### src/rtl/hex_inv_pkg.sv
// Shared types and constants for the hex inverter self-test sequencer.
package hex_inv_pkg;

   localparam int NUM_CH       = 6;
   localparam int NUM_PATTERNS = 64;
   localparam int CNT_W        = 7;

   localparam logic [NUM_CH-1:0] LAST_PATTERN = 6'd63;

   typedef enum logic [2:0] {
      IDLE   = 3'd0,
      APPLY  = 3'd1,
      SETTLE = 3'd2,
      CHECK  = 3'd3,
      DONE   = 3'd4
   } state_t;

endpackage

### src/rtl/settle_timer.sv
// Down-counter that times the settle window after a pattern is applied.
module settle_timer (
   input  logic       clock,
   input  logic       reset,
   input  logic       load,
   input  logic [7:0] load_value,
   output logic       expired
);

   logic [7:0] count;

   always_ff @(posedge clock or posedge reset) begin
      if (reset) begin
         count <= '0;
      end else if (load) begin
         count <= load_value;
      end else if (count != 8'd0) begin
         count <= count - 8'd1;
      end
   end

   assign expired = (count == 8'd0);

endmodule

### src/rtl/hex_inv_tester.sv
// Exhaustive 64-pattern self-test of a six-channel inverter datapath.
module hex_inv_tester
   import hex_inv_pkg::*;
#(
   parameter int SETTLE_CYCLES = 2,
   parameter bit STOP_ON_FAIL  = 1'b0
) (
   input  logic              clock,
   input  logic              reset,
   input  logic              start,
   output logic [NUM_CH-1:0] dut_in,
   input  logic [NUM_CH-1:0] dut_out,
   output logic              busy,
   output logic              done,
   output logic              pass,
   output logic [NUM_CH-1:0] fail_pattern,
   output logic [NUM_CH-1:0] fail_mask,
   output logic [CNT_W-1:0]  fail_count,
   output logic [NUM_CH-1:0] pattern
);

   localparam logic [7:0] LOAD_VAL =
      (SETTLE_CYCLES > 0) ? 8'(SETTLE_CYCLES - 1) : 8'd0;

   state_t state;
   state_t state_n;

   logic [NUM_CH-1:0] mism;
   logic              fail_now;
   logic              last;
   logic              launch;
   logic              expired;

   assign mism     = dut_out ^ ~dut_in;
   assign fail_now = |mism;
   assign last     = (pattern == LAST_PATTERN);
   assign launch   = start && (state == IDLE || state == DONE);

   settle_timer u_timer (
      .clock      (clock),
      .reset      (reset),
      .load       (state == APPLY),
      .load_value (LOAD_VAL),
      .expired    (expired)
   );

   always_ff @(posedge clock or posedge reset) begin
      if (reset) begin
         state <= IDLE;
      end else begin
         state <= state_n;
      end
   end

   always_comb begin
      state_n = state;
      unique case (state)
         IDLE, DONE: begin
            if (start) state_n = APPLY;
         end
         APPLY: begin
            state_n = (SETTLE_CYCLES > 0) ? SETTLE : CHECK;
         end
         SETTLE: begin
            if (expired) state_n = CHECK;
         end
         CHECK: begin
            if (last || (STOP_ON_FAIL && fail_now))
               state_n = DONE;
            else
               state_n = APPLY;
         end
         default: state_n = IDLE;
      endcase
   end

   always_ff @(posedge clock or posedge reset) begin
      if (reset) begin
         dut_in       <= '0;
         pattern      <= '0;
         fail_pattern <= '0;
         fail_mask    <= '0;
         fail_count   <= '0;
      end else begin
         if (launch) begin
            pattern      <= '0;
            fail_pattern <= '0;
            fail_mask    <= '0;
            fail_count   <= '0;
         end
         if (state == APPLY) dut_in <= pattern;
         if (state == CHECK) begin
            if (fail_now) begin
               if (fail_count != CNT_W'(NUM_PATTERNS))
                  fail_count <= fail_count + 1'b1;
               // only the first failure is kept for diagnosis
               if (fail_count == '0) begin
                  fail_pattern <= pattern;
                  fail_mask    <= mism;
               end
            end
            if (state_n == APPLY) pattern <= pattern + 1'b1;
         end
      end
   end

   assign busy = (state == APPLY) || (state == SETTLE) || (state == CHECK);
   assign done = (state == DONE);
   assign pass = done && (fail_count == '0);

endmodule

### config.mk
export PLATFORM = sky130hd
export DESIGN_NAME = hex_inv_tester
export DESIGN_NICKNAME = d
export VERILOG_FILES = /design/src/rtl/hex_inv_pkg.sv /design/src/rtl/settle_timer.sv /design/src/rtl/hex_inv_tester.sv
export SDC_FILE = /design/constraint.sdc
export NUM_CORES = 1
export LEC_CHECK = 0
export CORE_MARGIN = 2
export CORE_UTILIZATION = 29
export DETAILED_ROUTE_END_ITERATION = 7
export DONT_BUFFER_PORTS = 1
export MAX_ROUTING_LAYER = met4
export SYNTH_ARGS = -nofsm -noshare
export SYNTH_HDL_FRONTEND = slang
export SYNTH_SLANG_ARGS = --single-unit
export TNS_END_PERCENT = 30
### constraint.sdc
create_clock -name clock -period 2.5 [get_ports clock]
set_input_delay 0.5 -clock clock [delete_from_list [all_inputs] [get_ports clock]]
set_output_delay 0.5 -clock clock [all_outputs]
set_load 0.03 [all_outputs]
== Yosys cells after proc, flatten, opt, wreduce, memory -nomap -nowiden ==
Index checks and enable logic that the tools add are counted.

* Bitwise gates (word level): 2
* Equality and inequality tests: 7
* Add/sub/neg operators: 3
* Reductions and logical operators: 12
* Mux-type cells: 21

{| class="wikitable"
|+ Operators by type and width
! operator !! count
|-
| $mux W6 || 11
|-
| $mux W7 || 4
|-
| $mux W8 || 2
|-
| $pmux W3 S4 || 1
|-
| $mux W3 || 3
|-
| $logic_not A8 Y1 || 1
|-
| $reduce_bool A8 Y1 || 1
|-
| $sub A8 B1 Y8 const B || 1
|-
| $add A7 B1 Y7 const B || 1
|-
| $logic_not A7 Y1 || 1
|-
| $ne A7 B7 Y1 const B || 1
|-
| $add A6 B1 Y6 const B || 1
|-
| $eq A3 B1 Y1 const B || 2
|-
| $eq A3 B2 Y1 const B || 2
|-
| $eq A6 B6 Y1 const B || 1
|-
| $not A6 Y6 || 1
|-
| $reduce_or A6 Y1 || 1
|-
| $xor A6 B6 Y6 || 1
|-
| $eq A3 B3 Y1 const B || 1
|-
| $logic_not A3 Y1 || 1
|-
| $logic_or A1 B1 Y1 || 3
|-
| $logic_and A1 B1 Y1 || 2
|-
| $reduce_bool A2 Y1 || 1
|-
| $reduce_or A2 Y1 || 1
|}

* Output and inout bits: 34
* Flip-flop bits (word level): 42
* Word-level logic and storage cells: 52
* Input bits: 9

== Longest topological paths before layout ==
* Word-level depth: 7
* Mapped depth: 9
* Depth with buffers taken out: 7

== By module ==
A second synthesis with hierarchy kept.

* Cells, all modules: 217
* Area total of the unflattened synthesis: 2217.1 um2

{| class="wikitable"
|+ By module, submodules not included
! module !! seq. area each (um2) !! times used !! cells an instance !! area each (um2)
|-
| hex_inv_tester || 850.8 || 1 || 161 || 1720.4
|-
| settle_timer || 200.2 || 1 || 56 || 496.7
|}

== Worst setup path before layout ==
OpenSTA, ideal clock, no wires.

* Path type: register -> output
* Start point: reg fail_count[0]
* End point: out pass
* Arrival time: 1.990 ns
* Path buffers: 0
* Cell stages (with the launch flop): 5
* Path slack: 0.010 ns
* Cell sequence: dfrtp_1 inv_1 ha_1 nor4b_4 nor4b_1

* Word-level cells in the longest chain between the ends: 2

{| class="wikitable"
|+ RTL lines
! item !! RTL line !! source
|-
| start: declaration || hex_inv_tester.sv:18 || <nowiki>output logic [CNT_W-1:0] fail_count,</nowiki>
|-
| start signal: assignment || hex_inv_tester.sv:95 || <nowiki>fail_count <= fail_count + 1'b1;</nowiki>
|-
| $logic_not A7 Y1 || hex_inv_tester.sv:109 || <nowiki>assign pass = done && (fail_count == '0);</nowiki>
|-
| $logic_and A1 B1 Y1 || hex_inv_tester.sv:109 ||
|-
| end: declaration || hex_inv_tester.sv:15 || <nowiki>output logic pass,</nowiki>
|}

Every way passes these cells.

== Worst setup path in the final report ==
* Start point: reg state[1]
* End point: out pass

* Word-level cells in the longest chain between the ends: 2

{| class="wikitable"
|+ RTL lines
! item !! RTL line !! source
|-
| start: declaration || hex_inv_tester.sv:25 || <nowiki>state_t state;</nowiki>
|-
| start signal: assignment || hex_inv_tester.sv:51 || <nowiki>state <= state_n;</nowiki>
|-
| $eq A3 B3 Y1 || hex_inv_tester.sv:108 || <nowiki>assign done = (state == DONE);</nowiki>
|-
| $logic_and A1 B1 Y1 || hex_inv_tester.sv:109 ||
|}

Every way passes these cells.

==> impl_results.md <==
* Yosys cell types at 41
* H-tree levels at 2
* Core Footprint at 0.00721 mm²
* Initial Util at 29.8%
* Top-area cell type share of the netlist area at 49.0%
* Clock skew at 0.00834 ns
* Row count at 31
* First-pass GRT wire length at around 8.1 mm
* Antenna cell count at 0
* Area of the die at 0.00811 mm²
* CTS Buf Count at 5
* Unrepaired setup endpoints after global routing: false
* Syn-to-layout area delta at 11.4%
* Worst hold path class: input port to asynchronous set/reset pin
* Max_cap viols at 0
* Slowest-stage cell, CP: dfrtp_1
* Layout cells sized above 1 at slightly below 20%
* Cells after Synth at 211
* Clock Sinks at 42
* Top post-synthesis cells by count: 42 x dfrtp_1, 27 x nand2_1, 16 x nor2_1
* Yosys reg bits at 42
* Largest net degree at the start of global routing at 43
* Final period util at 87.3%
* P per Cell Area at 1120 mW/mm²
* WP depth at 4
* Port bufs at 0
* WHS at 0.211 ns
* Via density at 4.86
* Via count at 1574
* Synthesized area per cell at 10.2 µm²
* Worst Tran Pin Value at approximately 0.62 ns
* Synth area leader: dfrtp_1
* Post_cts resized at 0
* Syn_nets at 225
* # setup viols final at 0
* I/O Pins at 43
* Post-CTS Setup Bufs at 0
* Tmin final at ~2.2 ns
* Drc violations at 0
* CP delay by family, top: simple AND/OR/NAND/NOR gates
* Total GRT Usage at 12.9%
* Clk Latency, worst-skew pair at 0.30 ns
* Synth warn at 0
* Static Leak at 1.07 nW
* Crit end category: primary output
* Critical Path AT at 1.68 ns
* CP Data Required Time at 2.00 ns
* Gpl congestion at 0.831
* WL/cell at 15.5 µm
* Die width at 90.0 µm
* WP buf/inv at 1
* Final HPWL DP at 3.70 mm
* Die height at 90.0 µm
* Register area share after synthesis at between 40% and 50%
* Fillers at between 700 and 800
* Most frequent cell after synthesis: dfrtp_1
* Critical path type: flop to primary output
* Fmax at approximately 460 MHz
* CP peak stage delay at 0.45 ns
* Residual overflow from global routing at 0
* Post-synth EDFFs at 0
* DRT Wirelength at 5.01 mm
* Slew HR at 58.5%
* Crit Path Max Fanout at 5
* Top cells by area, synth: dfrtp_1 49%, nand2_1 4.7%, mux2i_1 3.7%, mux2_2 3.1%, ha_1 2.9%
* Post-CTS Hold Fix Bufs at 0
* Vias in the first global route at 1559
* Most used DFF post-synth: dfrtp_1
* Clock root cell: clkbuf_8
* Initial antenna violation count at 0
* CP Cell Sequence: nor2_1 -> nand2_1 -> nor4b_1 -> buf_4
* Post-Syn Area at 0.00215 mm²
* 1st-iter DRT viols at around 110
* Outcome: complete, no violations
* Startpoint types: flop
* Fin nets at 239
* Clk buf depth at 2
* Max-slew violations at 0
* CTS tree: yes
* Post-synth ARST share at 100%
* Worst R2R Path Depth at 7
* Clock-pin slew on the worst setup and hold paths at 0.08 ns
* TritonRoute pass-1 iters at 4
* Endpoints failing hold at 0
* Setup TNS at 0 ns
* Detail Route Antenna Nets at 0
* VDD IR max at 0.000289 V
## layout make-up
type | count | area, µm² | share of cell area (%)
Clock buffer | 5 | 68.8 | 2.88
Clock inverter | 2 | 10.0 | 0.418
Tap cell | 99 | 124 | 5.18
Inverter | 10 | 37.5 | 1.57
Multi-Input combinational cell | 153 | 1000 | 41.9
Sequential cell | 42 | 1050 | 43.9
Timing Repair Buffer | 13 | 97.6 | 4.08
## final timing paths
check                         startpoint               end  slack [ns]
max                             state[1]              pass        0.32
min                                reset  u_timer.count[7]        0.21
max reg2reg                fail_count[1]      fail_mask[3]        0.36
min reg2reg                     state[2]          state[1]        0.51
max in group asynchronous          reset     fail_count[4]        1.91
min in group clock                 start          state[2]        0.30
## sequential cells by signal (all words and copies together), names as in the netlist
signal         count
fail_pattern       6
dut_in             6
state              3
u_timer.count      8
fail_count         7
fail_mask          6
pattern            6
## where the power goes
group          internal, mW  total [mW]  switching, mW  leakage (nW)
clock network         0.187       0.414          0.226        0.0438
logic                 0.416        1.05          0.632         0.463
registers             0.867        1.21          0.344         0.561
## cells in the final DEF, fill, tap and decap left out, types with 2 or more instances in the layout
master / Yosys / final
dfrtp_1: 42 / 42
nand2_1: 27 / 27
nor2_1: 16 / 16
buf_4: 0 / 13
nand3_1: 10 / 10
o21ai_0: 10 / 10
inv_1: 10 / 9
mux2i_1: 8 / 8
xor2_1: 7 / 7
mux2_2: 6 / 6
nand2_2: 6 / 6
o21ai_2: 6 / 6
ha_1: 5 / 5
clkbuf_8: 0 / 5
nor4_1: 4 / 4
nand2b_1: 4 / 4
nor3_1: 4 / 4
a21oi_1: 4 / 4
o31ai_1: 4 / 4
xnor2_1: 3 / 3
nand3b_1: 3 / 3
o21ai_1: 3 / 3
nor2b_1: 3 / 3
nor3b_1: 2 / 2
nand4_1: 2 / 2
o211ai_1: 2 / 2
clkinv_2: 0 / 2
## per-layer routing
| metal | global-route usage (%) | up-vias | routed length, µm |
|---|---|---|---|
| li1 | - | 762 | - |
| met1 | 15.0 | 763 | 2190 |
| met2 | 20.7 | 41 | 2370 |
| met3 | 4.02 | 8 | 337 |
| met4 | 5.64 | 0 | 108 |
| met5 | - | - | 0 |
## logic make-up after synthesis
family / after synthesis / share of synthesized area [%]
AO/OA/AOI/OAI: 34 / 10.6
multiplexers: 14 / 6.88
AND/OR/NAND/NOR: 90 / 22.3
buffers and inverters: 16 / 4.31
adder cells (fa/ha/maj): 5 / 2.91
XOR/XNOR: 10 / 4.08
flip-flops: 42 / 49.0
## worst reg2reg max path: cells and delay by family, from the launching register on
| family | cells | cell delay [ns] |
|---|---|---|
| flops | 1 | 0.38 |
| compound gates | 2 | 0.53 |
| fa+ha+maj | 1 | 0.14 |
| simple gates | 3 | 0.92 |
| buf+inv | 1 | 0.06 |
## through the flow
stage | std cells | power (mW) | setup slack, ns | util, % | cell area, µm²
global route | 324 | 2.88 | 0.216 | 33.2 | 2390
detailed placement | 317 | 2.29 | 0.355 | 32.1 | 2310
global placement | 317 | 2.26 | 0.428 | 32.1 | 2310
CTS | 324 | 2.71 | 0.306 | 33.2 | 2390
finish | 324 | 2.67 | 0.317 | 33.2 | 2390
floorplan | 211 | 2.03 | 0.00962 | - | 2150
(Power assumes the default switching activity.)
